===== config.mk =====
export PLATFORM = sky130hd
export DESIGN_NAME = alu_bist_ctrl
export DESIGN_NICKNAME = d
export VERILOG_FILES = /design/src/rtl/alu_bist_ctrl.sv
export SDC_FILE = /design/constraint.sdc
export NUM_CORES = 1
export LEC_CHECK = 0
export BUFFER_PORTS_ARGS = -buffer_cell sky130_fd_sc_hd__buf_2
export CAP_MARGIN = 5
export CORE_MARGIN = 1
export CORE_UTILIZATION = 43
export DETAILED_ROUTE_END_ITERATION = 10
export PLACE_DENSITY_LB_ADDON = 0.05
export SLEW_MARGIN = 20
export SYNTH_ARGS = -nofsm -noshare
export SYNTH_HDL_FRONTEND = slang
export SYNTH_SLANG_ARGS = --single-unit

===== constraint.sdc =====
create_clock -name clk -period 2.89 [get_ports clk]
set_input_delay 0.4335 -clock clk [delete_from_list [all_inputs] [get_ports clk]]
set_output_delay 0.4335 -clock clk [all_outputs]
set_load 0.02 [all_outputs]

===== src/rtl/alu_bist_ctrl.sv =====
// BIST driver/checker for the RV32I ALU: LFSR operands, cycling ALUControl, MISR compaction.
// Optional ALU_BIST_FAULT_INJECT_EN adds inject_fault, which flips response bit 0 before compaction.
module alu_bist_ctrl #(
    parameter int          NUM_VECTORS      = 256,
    parameter logic [31:0] LFSR_SEED_A      = 32'hACE1_2468,
    parameter logic [31:0] LFSR_SEED_B      = 32'h1357_9BDF,
    parameter logic [31:0] MISR_SEED        = 32'hFFFF_FFFF,
    parameter logic [31:0] GOLDEN_SIGNATURE = 32'h0000_0000
) (
    input  logic        clk,
    input  logic        rst,
    input  logic        start,
    output logic        busy,
    output logic        done,
    output logic        pass,
    output logic [31:0] signature,
    output logic [31:0] alu_A,
    output logic [31:0] alu_B,
    output logic [3:0]  alu_ctrl,
`ifdef ALU_BIST_FAULT_INJECT_EN
    input  logic        inject_fault,
`endif
    input  logic [31:0] alu_Result,
    input  logic        alu_Carry,
    input  logic        alu_OverFlow,
    input  logic        alu_Zero,
    input  logic        alu_Negative
);

    localparam logic [31:0] SEED_A    = (LFSR_SEED_A == 32'h0) ? 32'h1 : LFSR_SEED_A;
    localparam logic [31:0] SEED_B    = (LFSR_SEED_B == 32'h0) ? 32'h1 : LFSR_SEED_B;
    localparam logic [31:0] MISR_POLY = 32'h04C1_1DB7;
    localparam logic [31:0] LFSR_POLY = 32'h0040_0007;
    localparam logic [15:0] LAST_CNT  = 16'(NUM_VECTORS - 1);

    typedef enum logic [1:0] {S_IDLE, S_RUN, S_DONE} state_t;

    state_t      state_q;
    logic [31:0] lfsr_a_q, lfsr_b_q, sig_q;
    logic [31:0] lfsr_a_d, lfsr_b_d, sig_d, resp;
    logic [15:0] cnt_q;
    logic [3:0]  op_q;
    logic        busy_q, done_q, pass_q;

    always_comb begin
        resp = alu_Result ^ {28'b0, alu_Carry, alu_OverFlow, alu_Zero, alu_Negative};
`ifdef ALU_BIST_FAULT_INJECT_EN
        resp[0] = resp[0] ^ inject_fault;
`endif
        sig_d    = {sig_q[30:0], 1'b0} ^ (sig_q[31] ? MISR_POLY : 32'h0) ^ resp;
        lfsr_a_d = {lfsr_a_q[30:0], 1'b0} ^ (lfsr_a_q[31] ? LFSR_POLY : 32'h0);
        lfsr_b_d = {lfsr_b_q[30:0], 1'b0} ^ (lfsr_b_q[31] ? LFSR_POLY : 32'h0);
    end

    // Stimulus comes straight from the registers so the ALU sees vector k during cycle k.
    assign alu_A     = (state_q == S_RUN) ? lfsr_a_q : 32'h0;
    assign alu_B     = (state_q == S_RUN) ? lfsr_b_q : 32'h0;
    assign alu_ctrl  = (state_q == S_RUN) ? op_q : 4'h0;
    assign busy      = busy_q;
    assign done      = done_q;
    assign pass      = pass_q;
    assign signature = sig_q;

    always_ff @(posedge clk) begin
        if (rst) begin
            state_q  <= S_IDLE;
            busy_q   <= 1'b0;
            done_q   <= 1'b0;
            pass_q   <= 1'b0;
            sig_q    <= MISR_SEED;
            cnt_q    <= 16'h0;
            op_q     <= 4'h0;
            lfsr_a_q <= SEED_A;
            lfsr_b_q <= SEED_B;
        end else begin
            case (state_q)
                S_IDLE, S_DONE: begin
                    if (start) begin
                        state_q  <= S_RUN;
                        busy_q   <= 1'b1;
                        done_q   <= 1'b0;
                        pass_q   <= 1'b0;
                        sig_q    <= MISR_SEED;
                        cnt_q    <= 16'h0;
                        op_q     <= 4'h0;
                        lfsr_a_q <= SEED_A;
                        lfsr_b_q <= SEED_B;
                    end
                end
                S_RUN: begin
                    sig_q    <= sig_d;
                    lfsr_a_q <= lfsr_a_d;
                    lfsr_b_q <= lfsr_b_d;
                    op_q     <= (op_q == 4'd9) ? 4'd0 : op_q + 4'd1;
                    cnt_q    <= cnt_q + 16'd1;
                    if (cnt_q == LAST_CNT) begin
                        state_q <= S_DONE;
                        busy_q  <= 1'b0;
                        done_q  <= 1'b1;
                        pass_q  <= (sig_d == GOLDEN_SIGNATURE);
                    end
                end
                default: state_q <= S_IDLE;
            endcase
        end
    end

endmodule


==> metrics.md, run 1 <==
| Metric | Value |
|---|---|
| Synthesized cell area | `5340 um^2` |
| CTS H-tree depth | `4` |
| Initial Util | `44.3%` |
| First-pass GRT wire length | `22200 um` |
| Mean Syn Cell Area | `8.57 um^2` |
| Synth Net Count | `665` |
| Largest net degree at the start of global routing | `62` |
| CTS max path bufs | `2` |
| Final setup fails | `0` |
| I/O pin count | `142` |
| Maxcap violations | `0` |
| Slew HR | `34.4%` |
| Logic pwr share | `14.6%` |
| Setup TNS | `0 ps` |
| Chip Width | `113 um` |
| Area Growth Syn to Fin | `26.6%` |
| Arr. time, crit path | `2010 ps` |
| Status | `complete, no violations` |
| Yosys cell types | `47` |
| Slowest cell delay on critical path | `480 ps` |
| Part of the cycle the worst path needs | `84.5%` |
| Mapped Cells | `623` |
| Pins over their slew limit | `0` |
| Pwr/cell area | `676 nW/um^2` |
| Leakage | `2.99 nW` |
| Worst hold slack | `319 ps` |
| Die footprint | `12900 um^2` |
| Number of CTS-inserted buffers | `17` |
| Initial DRT Pass Iterations | `4` |
| Number of post-CTS setup repair buffers | `0` |
| Core Rows | `40` |
| PostCTS Resize Cnt | `0` |
| Final min period | `2440 ps` |
| Pint | `0.00335 W` |
| Hold crit path type | `primary input to register` |
| Initial antenna violation count | `0` |
| Die height | `113 um` |
| Post-Layout Inst Area | `6760 um^2` |
| Iter 0 DRT Violations | `338` |
| FMAX | `410 MHz` |
| Switching Share | `26.7%` |
| Clk root buf | `clkbuf_16` |
| Setup CP Type | `register to output pin` |
| Final Hold Viols | `0` |
| DP Area | `6170 um^2` |
| Core Region | `12100 um^2` |
| Flops & latches, synth | `121` |
| Worst Path Required | `2460 ps` |
| Ratio of cells with drive above 1 in the final layout | `24.6%` |
| Clk slew on worst S/H paths | `50 ps` |
| Placed insts | `896` |
| Clk pwr share | `45.6%` |
| Fin Clk Skew | `13.4 ps` |
| DP Worst Slack | `877 ps` |
| DR DRC count | `0` |
| Nets | `789` |
| ANT cells | `0` |
| CP max FO | `28` |
| Clk sinks | `121` |
| Routability cong. | `0.812` |
| Drt wl/cell | `14.7 um` |
| Slowest CP cell | `and2b_2` |
| Post-synthesis sequential area ratio | `45.4%` |
| Peak supply drop | `0.427 mV` |
| Startpoint types | `register` |
| Synth Warn # | `0` |
| Flop pwr share | `39.9%` |
| Number of global-route vias before repair | `4429` |
| CTS tree | `done` |
| GRT Overall Usage | `22.2%` |
| Worst setup EP type | `output pin` |
| Final non-filler cell total | `928` |
| Final wirelength | `13600 um` |
| Remaining antenna violation count | `0` |
| Worst Max-Slew Pin Slew | `982 ps` |
| RSZ-0062 raised after global routing | `no` |
| Setup WS post-layout | `449 ps` |
| Vias | `4749` |
| Skew-Pair Late Insertion Delay | `420 ps` |
| Post-DP HPWL | `9040 um` |
| # hold bufs at CTS | `0` |
| PortBufs | `141` |
| Grt total ovfl | `0` |
| Via density | `5.12` |
| Worst-path cell chain | `and2b_2 > buf_4 > and2_1 > buf_2` |
| Sw Pwr | `0.00122 W` |
==> flip-flops by register name (all words and copies together) (netlist names) <==
register   cells
lfsr_a_q      32
lfsr_b_q      32
signature     32
cnt_q         16
op_q           4
state_q        2
busy           1
done           1
pass           1
==> cell usage in the layout (no fill, tap or decap), types with 2 or more instances in the layout <==
| cell | Yosys | final |
|---|---|---|
| nand4_1 | 7 | 7 |
| o31a_1 | 2 | 2 |
| clkinv_2 | 0 | 5 |
| a41oi_1 | 4 | 4 |
| a21oi_1 | 47 | 47 |
| bufinv_16 | 0 | 2 |
| or3_1 | 4 | 4 |
| nor2_4 | 0 | 2 |
| nor4_1 | 3 | 3 |
| ha_1 | 3 | 3 |
| xnor2_1 | 26 | 26 |
| a311oi_1 | 2 | 2 |
| nand2_1 | 78 | 78 |
| nor2_1 | 57 | 55 |
| buf_2 | 5 | 141 |
| o21ai_0 | 9 | 9 |
| nand3_1 | 14 | 14 |
| nor3_1 | 4 | 4 |
| nand2b_1 | 6 | 5 |
| clkbuf_8 | 0 | 4 |
| or4_1 | 3 | 3 |
| o22ai_1 | 8 | 8 |
| and2_1 | 68 | 68 |
| clkbuf_1 | 31 | 3 |
| nand3b_1 | 31 | 31 |
| xor2_1 | 27 | 27 |
| mux2i_1 | 4 | 4 |
| buf_4 | 0 | 6 |
| o211ai_1 | 26 | 26 |
| a22oi_1 | 3 | 3 |
| inv_1 | 4 | 4 |
| clkbuf_16 | 0 | 17 |
| dfxtp_1 | 121 | 121 |
==> cell usage after synthesis, drive strengths merged <==
cell type | instances | area share (%)
a21o | 1 | 0.14
a21oi | 47 | 4.4
a22oi | 3 | 0.42
a311oi | 2 | 0.33
a31o | 1 | 0.16
a31oi | 1 | 0.12
a41oi | 4 | 0.66
and2 | 68 | 8.0
and2b | 1 | 0.14
and3 | 1 | 0.12
and4 | 1 | 0.16
and4b | 1 | 0.19
buf | 12 | 0.96
clkbuf | 31 | 2.2
dfxtp | 121 | 45
ha | 3 | 0.70
inv | 4 | 0.28
mux2i | 4 | 0.75
nand2 | 78 | 5.5
nand2b | 6 | 0.70
nand3 | 15 | 1.5
nand3b | 31 | 4.4
nand4 | 8 | 1.2
nor2 | 57 | 4.0
nor2b | 1 | 0.12
nor3 | 5 | 0.68
nor4 | 3 | 0.35
o2111ai | 1 | 0.16
o211ai | 26 | 3.7
o21a | 1 | 0.14
o21ai | 10 | 0.94
o22ai | 8 | 0.94
o31a | 2 | 0.33
o31ai | 1 | 0.14
o41ai | 1 | 0.16
or2 | 2 | 0.23
or3 | 5 | 0.68
or4 | 3 | 0.42
xnor2 | 26 | 4.3
xor2 | 27 | 4.4
==> power by group through the flow <==
stage	registers, W	logic (W)	clock network, W
3_3_place_gp	0.00186	0.000658	0
6_report	0.00182	0.000666	0.00208
4_1_cts	0.00182	0.000671	0.00212
2_1_floorplan	0.00187	0.000432	0
5_1_grt	0.00183	0.000734	0.00220
3_5_place_dp	0.00186	0.000667	0
==> area by class of cell <==
type	instances	area, um^2
Multi-Input combinational cell	455	2760
Fill cell	1123	5300
Timing Repair Buffer	148	771
Sequential cell	121	2420
Inverter	4	15.0
Clock buffer	24	492
Tap cell	168	210
Clock inverter	8	92.6
==> path summary, 6_finish.rpt <==
kind	start	to	slack (ps)	depth (start not counted)
hold / removal	start	state_q[1]	320	4
setup reg to reg	state_q[0]	op_q[3]	900	5
setup / recovery	state_q[0]	alu_A[24]	450	4
hold reg to reg	lfsr_a_q[13]	lfsr_a_q[13]	460	2
==> worst max-delay path, delay by kind of cell, from the launching register on <==
family	cells	cell delay, ps
simple gates	2	670
buf+inv	2	510
flops	1	410
==> per-layer routing <==
layer  track usage, %  share of wire [%]
met3             7.23                6.0
met4             7.46                1.1
met5                0                  0
met2             35.7                 46
met1             28.3                 47
==> through the flow <==
step           utilization, %  power, W
2_1_floorplan               -   0.00231
3_3_place_gp             51.2   0.00251
3_5_place_dp             51.2   0.00252
4_1_cts                  56.0   0.00461
5_1_grt                  56.0   0.00476
6_report                 56.0   0.00457
==> kinds of logic (layout without fill, tap and decap cells) <==
kind of cell / after synthesis / count (layout) / share of synthesized area, %
AO/OA/AOI/OAI: 109 / 109 / 12.7
XOR/XNOR: 53 / 53 / 8.70
adder cells (fa/ha/maj): 3 / 3 / 0.703
buffers and inverters: 47 / 184 / 3.42
flip-flops: 121 / 121 / 45.4
multiplexers: 4 / 4 / 0.750
AND/OR/NAND/NOR: 286 / 286 / 28.3
Note: power is estimated with default switching activity, not from simulation.
==> inputs of run 2 (changes only) <==
--- a/config.mk
+++ b/config.mk
@@ -5,6 +5,7 @@
 export SDC_FILE = /design/constraint.sdc
 export NUM_CORES = 1
 export LEC_CHECK = 0
+export ABC_AREA = 1
 export BUFFER_PORTS_ARGS = -buffer_cell sky130_fd_sc_hd__buf_2
 export CAP_MARGIN = 5
 export CORE_MARGIN = 1
==> constraint.sdc (replaced) <==
create_clock -name clk -period 2 [get_ports clk]
set_input_delay 0.3 -clock clk [delete_from_list [all_inputs] [get_ports clk]]
set_output_delay 0.3 -clock clk [all_outputs]
set_load 0.02 [all_outputs]
==> run 2 against run 1 <==
  * Worst setup slack worse by 360 ps
  * Area after synthesis up 6.0%
  * Die area up 5.9%
  * Cell count up 20%
  * Non-clock buffer count up 4
  * Utilization up 0.13 points
  * Combinational power up 65%
==> metrics.md, run 2 <==
| Metric | Value |
|---|---|
| Setup CP Type | `register to output pin (unchanged)` |
| Clk sinks | `121 (unchanged)` |
| Slew HR | `61.0% (was 34.4%)` |
| Post-synth EDFFs | `0 (unchanged)` |
| Iter 0 DRT Violations | `244 (was 338)` |
| R2r setup slk | `330 ps (was 900 ps)` |
| Number of global-route vias before repair | `4943 (was 4429)` |
| Most frequent cells after synthesis | `nor2_1, nand2_1, dfxtp_1, inv_1, o21ai_0 (was dfxtp_1, nand2_1, and2_1, nor2_1, a21oi_1)` |
| Most common cell in the netlist | `nor2_1 (was dfxtp_1)` |
| Yosys cell types | `40 (was 47)` |
| Ratio of cells with drive above 1 in the final layout | `21.8% (was 24.6%)` |
| Pins over their slew limit | `0 (unchanged)` |
| ANT cells | `0 (unchanged)` |
| Arr. time, crit path | `1610 ps (was 2010 ps)` |
| Worst reg2reg path endpoint | `op_q[2] (was op_q[3])` |
| Final Hold Viols | `0 (unchanged)` |
| Final min period | `1910 ps` |
| Drt wl/cell | `13.5 um (was 14.7 um)` |
| Number of CTS-inserted buffers | `17 (unchanged)` |
| Synth Net Count | `840 (was 665)` |
| Post-synthesis sequential area ratio | `42.8% (was 45.4%)` |
| Core Region | `12700 um^2 (was 12100 um^2)` |
| HP Start | `start (unchanged)` |
| Vias | `5396 (was 4749)` |
| Critical path destination | `alu_B[2] (was alu_A[24])` |
| Largest area contributor in the netlist | `dfxtp_1 (unchanged)` |
| CTS H-tree depth | `4 (unchanged)` |
| Ys async rst share | `0% (unchanged)` |
| Grt total ovfl | `0 (unchanged)` |
| Design Power | `0.00684 W (was 0.00457 W)` |
| First-pass GRT wire length | `23900 um (was 22200 um)` |
| Synth Warn # | `0 (unchanged)` |
| Reg2Reg Depth | `6 (was 5)` |
| Pwr/cell area | `957 nW/um^2 (was 676 nW/um^2)` |
| Initial Util | `44.5% (was 44.3%)` |
| Slowest CP cell | `dfxtp_1 (was and2b_2)` |
| Maxcap violations | `0 (unchanged)` |
| # hold bufs at CTS | `0 (unchanged)` |
| Area Growth Syn to Fin | `26.3% (was 26.6%)` |
| Worst Max-Slew Pin Slew | `584 ps (was 982 ps)` |
| CP max FO | `21 (was 28)` |
| Number of post-CTS setup repair buffers | `0 (unchanged)` |
| Crit. Startpoint | `state_q[1] (was state_q[0])` |
| Hold crit path type | `primary input to register (unchanged)` |
| Initial DRT Pass Iterations | `5 (was 4)` |
| Placed insts | `1083 (was 896)` |
| Final non-filler cell total | `1116 (was 928)` |
| I/O pin count | `142 (unchanged)` |
| Chip Width | `117 um (was 113 um)` |
| Slowest cell delay on critical path | `290 ps (was 480 ps)` |
| Part of the cycle the worst path needs | `95.3%` |
| Routability cong. | `0.850 (was 0.812)` |
| Status | `complete, no violations (unchanged)` |
| Mean Syn Cell Area | `7.09 um^2 (was 8.57 um^2)` |
| Cell count of the worst hold path | `2 (was 4)` |
| Die height | `117 um (was 113 um)` |
| Mapped Cells | `798 (was 623)` |
| Most common cell after layout, fill and taps aside | `nor2_1 (was buf_2)` |
| Initial antenna violation count | `0 (unchanged)` |
| Final wirelength | `15100 um (was 13600 um)` |
| Remaining antenna violation count | `0 (unchanged)` |
| FMAX | `525 MHz` |
| GRT Overall Usage | `23.1% (was 22.2%)` |
| CTS max path bufs | `2 (unchanged)` |
| PortBufs | `141 (unchanged)` |
| Final setup fails | `0 (unchanged)` |
| Top cells by area, synth | `dfxtp_1, nor2_1, nand2_1 (was dfxtp_1, and2_1, nand2_1)` |
| Via density | `4.84 (was 5.12)` |
| Commonest cells after routing, fill and taps aside | `nor2_1, nand2_1, buf_2, dfxtp_1, inv_1 (was buf_2, dfxtp_1, nand2_1, and2_1, nor2_1)` |
| Largest net degree at the start of global routing | `41 (was 62)` |
| Fin Clk Skew | `6.18 ps (was 13.4 ps)` |
| RSZ-0062 raised after global routing | `no (unchanged)` |
| Die footprint | `13600 um^2 (was 12900 um^2)` |
| Core Rows | `41 (was 40)` |
| Startpoint types | `register (unchanged)` |
| Yosys top cell area share | `42.8% (was 45.4%)` |
| CTS tree | `done (unchanged)` |
| Post-DP HPWL | `10500 um (was 9040 um)` |
| Worst-path cell chain | `inv_1 > nand2_4 > buf_4 > nor2_1 > buf_2 (was and2b_2 > buf_4 > and2_1 > buf_2)` |
| Worst setup EP type | `output pin (unchanged)` |
| Leakage | `3.59 nW (was 2.99 nW)` |
| Peak supply drop | `0.706 mV (was 0.427 mV)` |
| DR DRC count | `0 (unchanged)` |
| Clk root buf | `clkbuf_16 (unchanged)` |
| Clk slew on worst S/H paths | `50 ps (about the same)` |
| Flops & latches, synth | `121 (unchanged)` |
| Most used DFF post-synth | `dfxtp_1 (unchanged)` |
| Skew-Pair Late Insertion Delay | `410 ps (was 420 ps)` |
| Synthesized cell area | `5660 um^2 (was 5340 um^2)` |
| Setup TNS | `0 ps (unchanged)` |
| Nets | `973 (was 789)` |
| Crit Reg-Reg Startpoint | `state_q[1] (was state_q[0])` |
| Worst Path Required | `1700 ps (was 2460 ps)` |
run 2: how the worst min path moves through the flow:
stage / to
finish: state_q[1]
global route: state_q[1]
CTS: state_q[1]
detailed placement: cnt_q[9]
global placement: cnt_q[9]
floorplan: state_q[1]
run 2: area by class of cell:
cell class,instances,area (um^2)
inverter,122,458
clock inverter,9,120
clock buffer,23,478
fill,1313,5580
sequential,121,2420
tap,172,215
timing repair buffer,152,851
multi-input combinational,517,2600
run 2: through the flow:
stage | util [%] | hold slack (ps) | worst slack (ps) | area, um^2
2_1_floorplan | - | 402 | 540 | 5660
3_3_place_gp | 51.2 | 456 | 314 | 6520
3_5_place_dp | 51.2 | 459 | 307 | 6520
4_1_cts | 56.0 | 86.4 | 26.0 | 7130
5_1_grt | 56.2 | 97.6 | 7.60 | 7150
6_report | 56.2 | 100 | 93.7 | 7150
run 2: worst max-delay path: cells and delay by family, from the launching register on:
family                 cells  cell delay [ps]
buffers and inverters      3              590
AND/OR/NAND/NOR            2              320
flip-flops                 1              290
run 2: cells by family after synthesis:
kind of cell | after synthesis | synth area share [%]
AOI/OAI and AO/OA | 141 | 16.0
xor gates and xnor gates | 27 | 4.18
adders and majority gates | 3 | 0.663
buffers and inverters | 161 | 11.8
DFF | 121 | 42.8
and+or+nand+nor | 345 | 24.5
run 2: layer usage:
layer	wire length [um]	GRT usage, %	vias to the layer above
met1	6860	28.2	2454
met3	923	6.07	19
li1	-	-	2770
met2	7100	38.9	153
met5	0	0	-
met4	234	8.69	0
run 2: repair_timing:
action	4_1_cts	5_1_grt
pin swaps	1	0
setup endpoints to repair	16	7
gates cloned	1	0
resized for setup	1	8
run 2: report_power, final:
group / leakage, nW / internal (W) / total, W / switching, W
logic: 2.30 / 0.000369 / 0.00110 / 0.000730
clock network: 0.300 / 0.00204 / 0.00310 / 0.00106
registers: 0.991 / 0.00255 / 0.00264 / 0.0000860
total: 3.59 / 0.00496 / 0.00684 / 0.00188
==> inputs of run 3 (changes only) <==
--- a/config.mk
+++ b/config.mk
@@ -12,6 +12,8 @@
 export CORE_UTILIZATION = 43
 export DETAILED_ROUTE_END_ITERATION = 10
 export PLACE_DENSITY_LB_ADDON = 0.05
+export REMOVE_ABC_BUFFERS = 1
+export SETUP_SLACK_MARGIN = 0.1
 export SLEW_MARGIN = 20
 export SYNTH_ARGS = -nofsm -noshare
 export SYNTH_HDL_FRONTEND = slang
==> run 3 against run 2 <==
  * Final area grew 1.2%
  * Cell count grew 0.45%
  * Routed wire length grew 1.2%
  * Largest cell class unchanged
  * Via count is 1.0% higher
  * Combinational power is essentially flat
  * Die area unchanged
  * Flip-flop and latch count is the same
  * Power increased by 0.65%
  * Non-clock buffer count grew 6
  * Utilization up 0.67 points
==> metrics.md, run 3 (same netlist as run 2, synthesis figures left out) <==
| Metric | Value |
|---|---|
| Pwr/cell area | `952 nW/um^2 (was 957 nW/um^2)` |
| Final min period | `1840 ps (was 1910 ps)` |
| PortBufs | `141 (unchanged)` |
| Peak supply drop | `0.435 mV (was 0.706 mV)` |
| Clk sinks | `121 (unchanged)` |
| Maxcap violations | `0 (unchanged)` |
| CTS max path bufs | `2 (unchanged)` |
| Pins over their slew limit | `0 (unchanged)` |
| Vias | `5450 (was 5396)` |
| Die height | `117 um (unchanged)` |
| GRT Overall Usage | `23.4% (was 23.1%)` |
| Setup TNS | `0 ps (unchanged)` |
| ANT cells | `0 (unchanged)` |
| Final Hold Viols | `0 (unchanged)` |
| Hold crit path type | `primary input to register (unchanged)` |
| Fin Clk Skew | `5.55 ps (was 6.18 ps)` |
| CTS H-tree depth | `4 (unchanged)` |
| Number of CTS-inserted buffers | `17 (unchanged)` |
| Clk slew on worst S/H paths | `50 ps (about the same)` |
| RSZ-0062 raised after global routing | `yes (was no)` |
| Number of post-CTS setup repair buffers | `0 (unchanged)` |
| Slew HR | `76.9% (was 61.0%)` |
| Initial antenna violation count | `0 (unchanged)` |
| First-pass GRT wire length | `24300 um (was 23900 um)` |
| Worst Path Required | `1700 ps (about the same)` |
| Post-Layout Inst Area | `7230 um^2 (was 7150 um^2)` |
| DR DRC count | `0 (unchanged)` |
| Number of global-route vias before repair | `4975 (was 4943)` |
| Via density | `4.86 (was 4.84)` |
| Worst Max-Slew Pin Slew | `345 ps (was 584 ps)` |
| Remaining antenna violation count | `0 (unchanged)` |
| Setup CP Type | `register to output pin (unchanged)` |
| Core Region | `12700 um^2 (unchanged)` |
| DP Area | `6540 um^2 (was 6520 um^2)` |
| Final wirelength | `15300 um (was 15100 um)` |
| Filler cells | `1257 (was 1313)` |
| Switching Share | `27.2% (was 27.4%)` |
| Part of the cycle the worst path needs | `92.1% (was 95.3%)` |
| Pint | `0.00501 W (was 0.00496 W)` |
| Worst hold slack | `89.9 ps (was 100 ps)` |
| Drt wl/cell | `13.6 um (was 13.5 um)` |
| Worst setup EP type | `output pin (unchanged)` |
| Routability cong. | `0.780 (was 0.850)` |
| Clk root buf | `clkbuf_16 (unchanged)` |
| Initial Util | `44.5% (unchanged)` |
| Leakage | `3.61 nW (was 3.59 nW)` |
| Chip Width | `117 um (unchanged)` |
| # hold bufs at CTS | `0 (unchanged)` |
| Logic pwr share | `16.4% (was 16.1%)` |
| Ratio of cells with drive above 1 in the final layout | `22.9% (was 21.8%)` |
| Final setup fails | `0 (unchanged)` |
| FMAX | `543 MHz (was 525 MHz)` |
| Post-DP HPWL | `10900 um (was 10500 um)` |
| Flop pwr share | `38.3% (was 38.6%)` |
| Die footprint | `13600 um^2 (unchanged)` |
| I/O pin count | `142 (unchanged)` |
| Initial DRT Pass Iterations | `5 (unchanged)` |
| Grt total ovfl | `0 (unchanged)` |
| Sw Pwr | `0.00188 W (about the same)` |
| Area Growth Syn to Fin | `27.8% (was 26.3%)` |
| Nets | `979 (was 973)` |
| Core Rows | `41 (unchanged)` |
| Status | `complete, no violations (unchanged)` |
| CP max FO | `22 (was 21)` |
| CTS tree | `done (unchanged)` |
| Commonest cells after routing, fill and taps aside | `nor2_1, nand2_1, buf_2, dfxtp_1, inv_1 (unchanged)` |
| Skew-Pair Late Insertion Delay | `410 ps (about the same)` |
| Iter 0 DRT Violations | `328 (was 244)` |
| Startpoint types | `register (unchanged)` |
| Arr. time, crit path | `1540 ps (was 1610 ps)` |
| Largest net degree at the start of global routing | `43 (was 41)` |
| Clk pwr share | `45.3% (was 45.4%)` |
## run 3: cell types whose count changed in the layout (fill, tap and decap cells not counted), moves of 2 or more
| cell | previous run | this run |
|---|---|---|
| nor2_1 | 149 | 145 |
| buf_4 | 6 | 23 |
| buf_12 | 5 | 3 |
| buf_2 | 141 | 131 |
| nor2_2 | 11 | 15 |
| clkinv_2 | 6 | 4 |
## run 3: power by group through the flow
stage / clock (W) / sequential (W) / combinational [W]
2_1_floorplan: 0 / 0.00274 / 0.000625
3_3_place_gp: 0 / 0.00268 / 0.00109
3_5_place_dp: 0 / 0.00269 / 0.00111
4_1_cts: 0.00317 / 0.00264 / 0.00112
5_1_grt: 0.00327 / 0.00265 / 0.00125
6_report: 0.00312 / 0.00264 / 0.00113
## run 3: worst paths after layout
kind	start	to	slack [ps]	depth (start not counted)
max reg2reg	signature[31]	pass	440	10
min	start	state_q[1]	90	2
min reg2reg	done	done	460	2
max	state_q[0]	alu_B[14]	160	4
## run 3: what timing repair did
item / CTS / global route
setup endpoints to repair: 65 / 19
gates cloned: 1 / 0
resized for setup: 7 / 21
pin swaps: 1 / 0
## run 3: through the flow
step	worst slack [ps]	total power [W]	instances	util, %
3_5_place_dp	254	0.00379	1089	51.4
2_1_floorplan	-841	0.00337	759	-
4_1_cts	125	0.00693	1121	56.4
6_report	158	0.00689	1121	56.8
5_1_grt	93.6	0.00717	1121	56.8
3_3_place_gp	368	0.00377	1089	51.4
## run 3: critical path, stage by stage (launching register included)
cell and delay [ps]:
dfxtp_4 430, nand2_8 140, buf_12 190, nor2_1 170, buf_2 200
## run 3: layer usage
| metal | GRT usage (%) | part of all wire [%] |
|---|---|---|
| met1 | 31.3 | 47 |
| met2 | 37.0 | 46 |
| met3 | 5.03 | 5.7 |
| met4 | 8.44 | 1.4 |
| met5 | 0 | 0 |
## run 3: layout make-up
| type | count | area (um^2) | share of cell area, % |
|---|---|---|---|
| inverters | 122 | 460 | 6.37 |
| clock inverters | 8 | 118 | 1.63 |
| well taps | 172 | 215 | 2.98 |
| clock buffers | 23 | 488 | 6.75 |
| multi-input cells | 517 | 2620 | 36.3 |
| repair buffers | 158 | 900 | 12.4 |
| flip-flops and latches | 121 | 2430 | 33.6 |
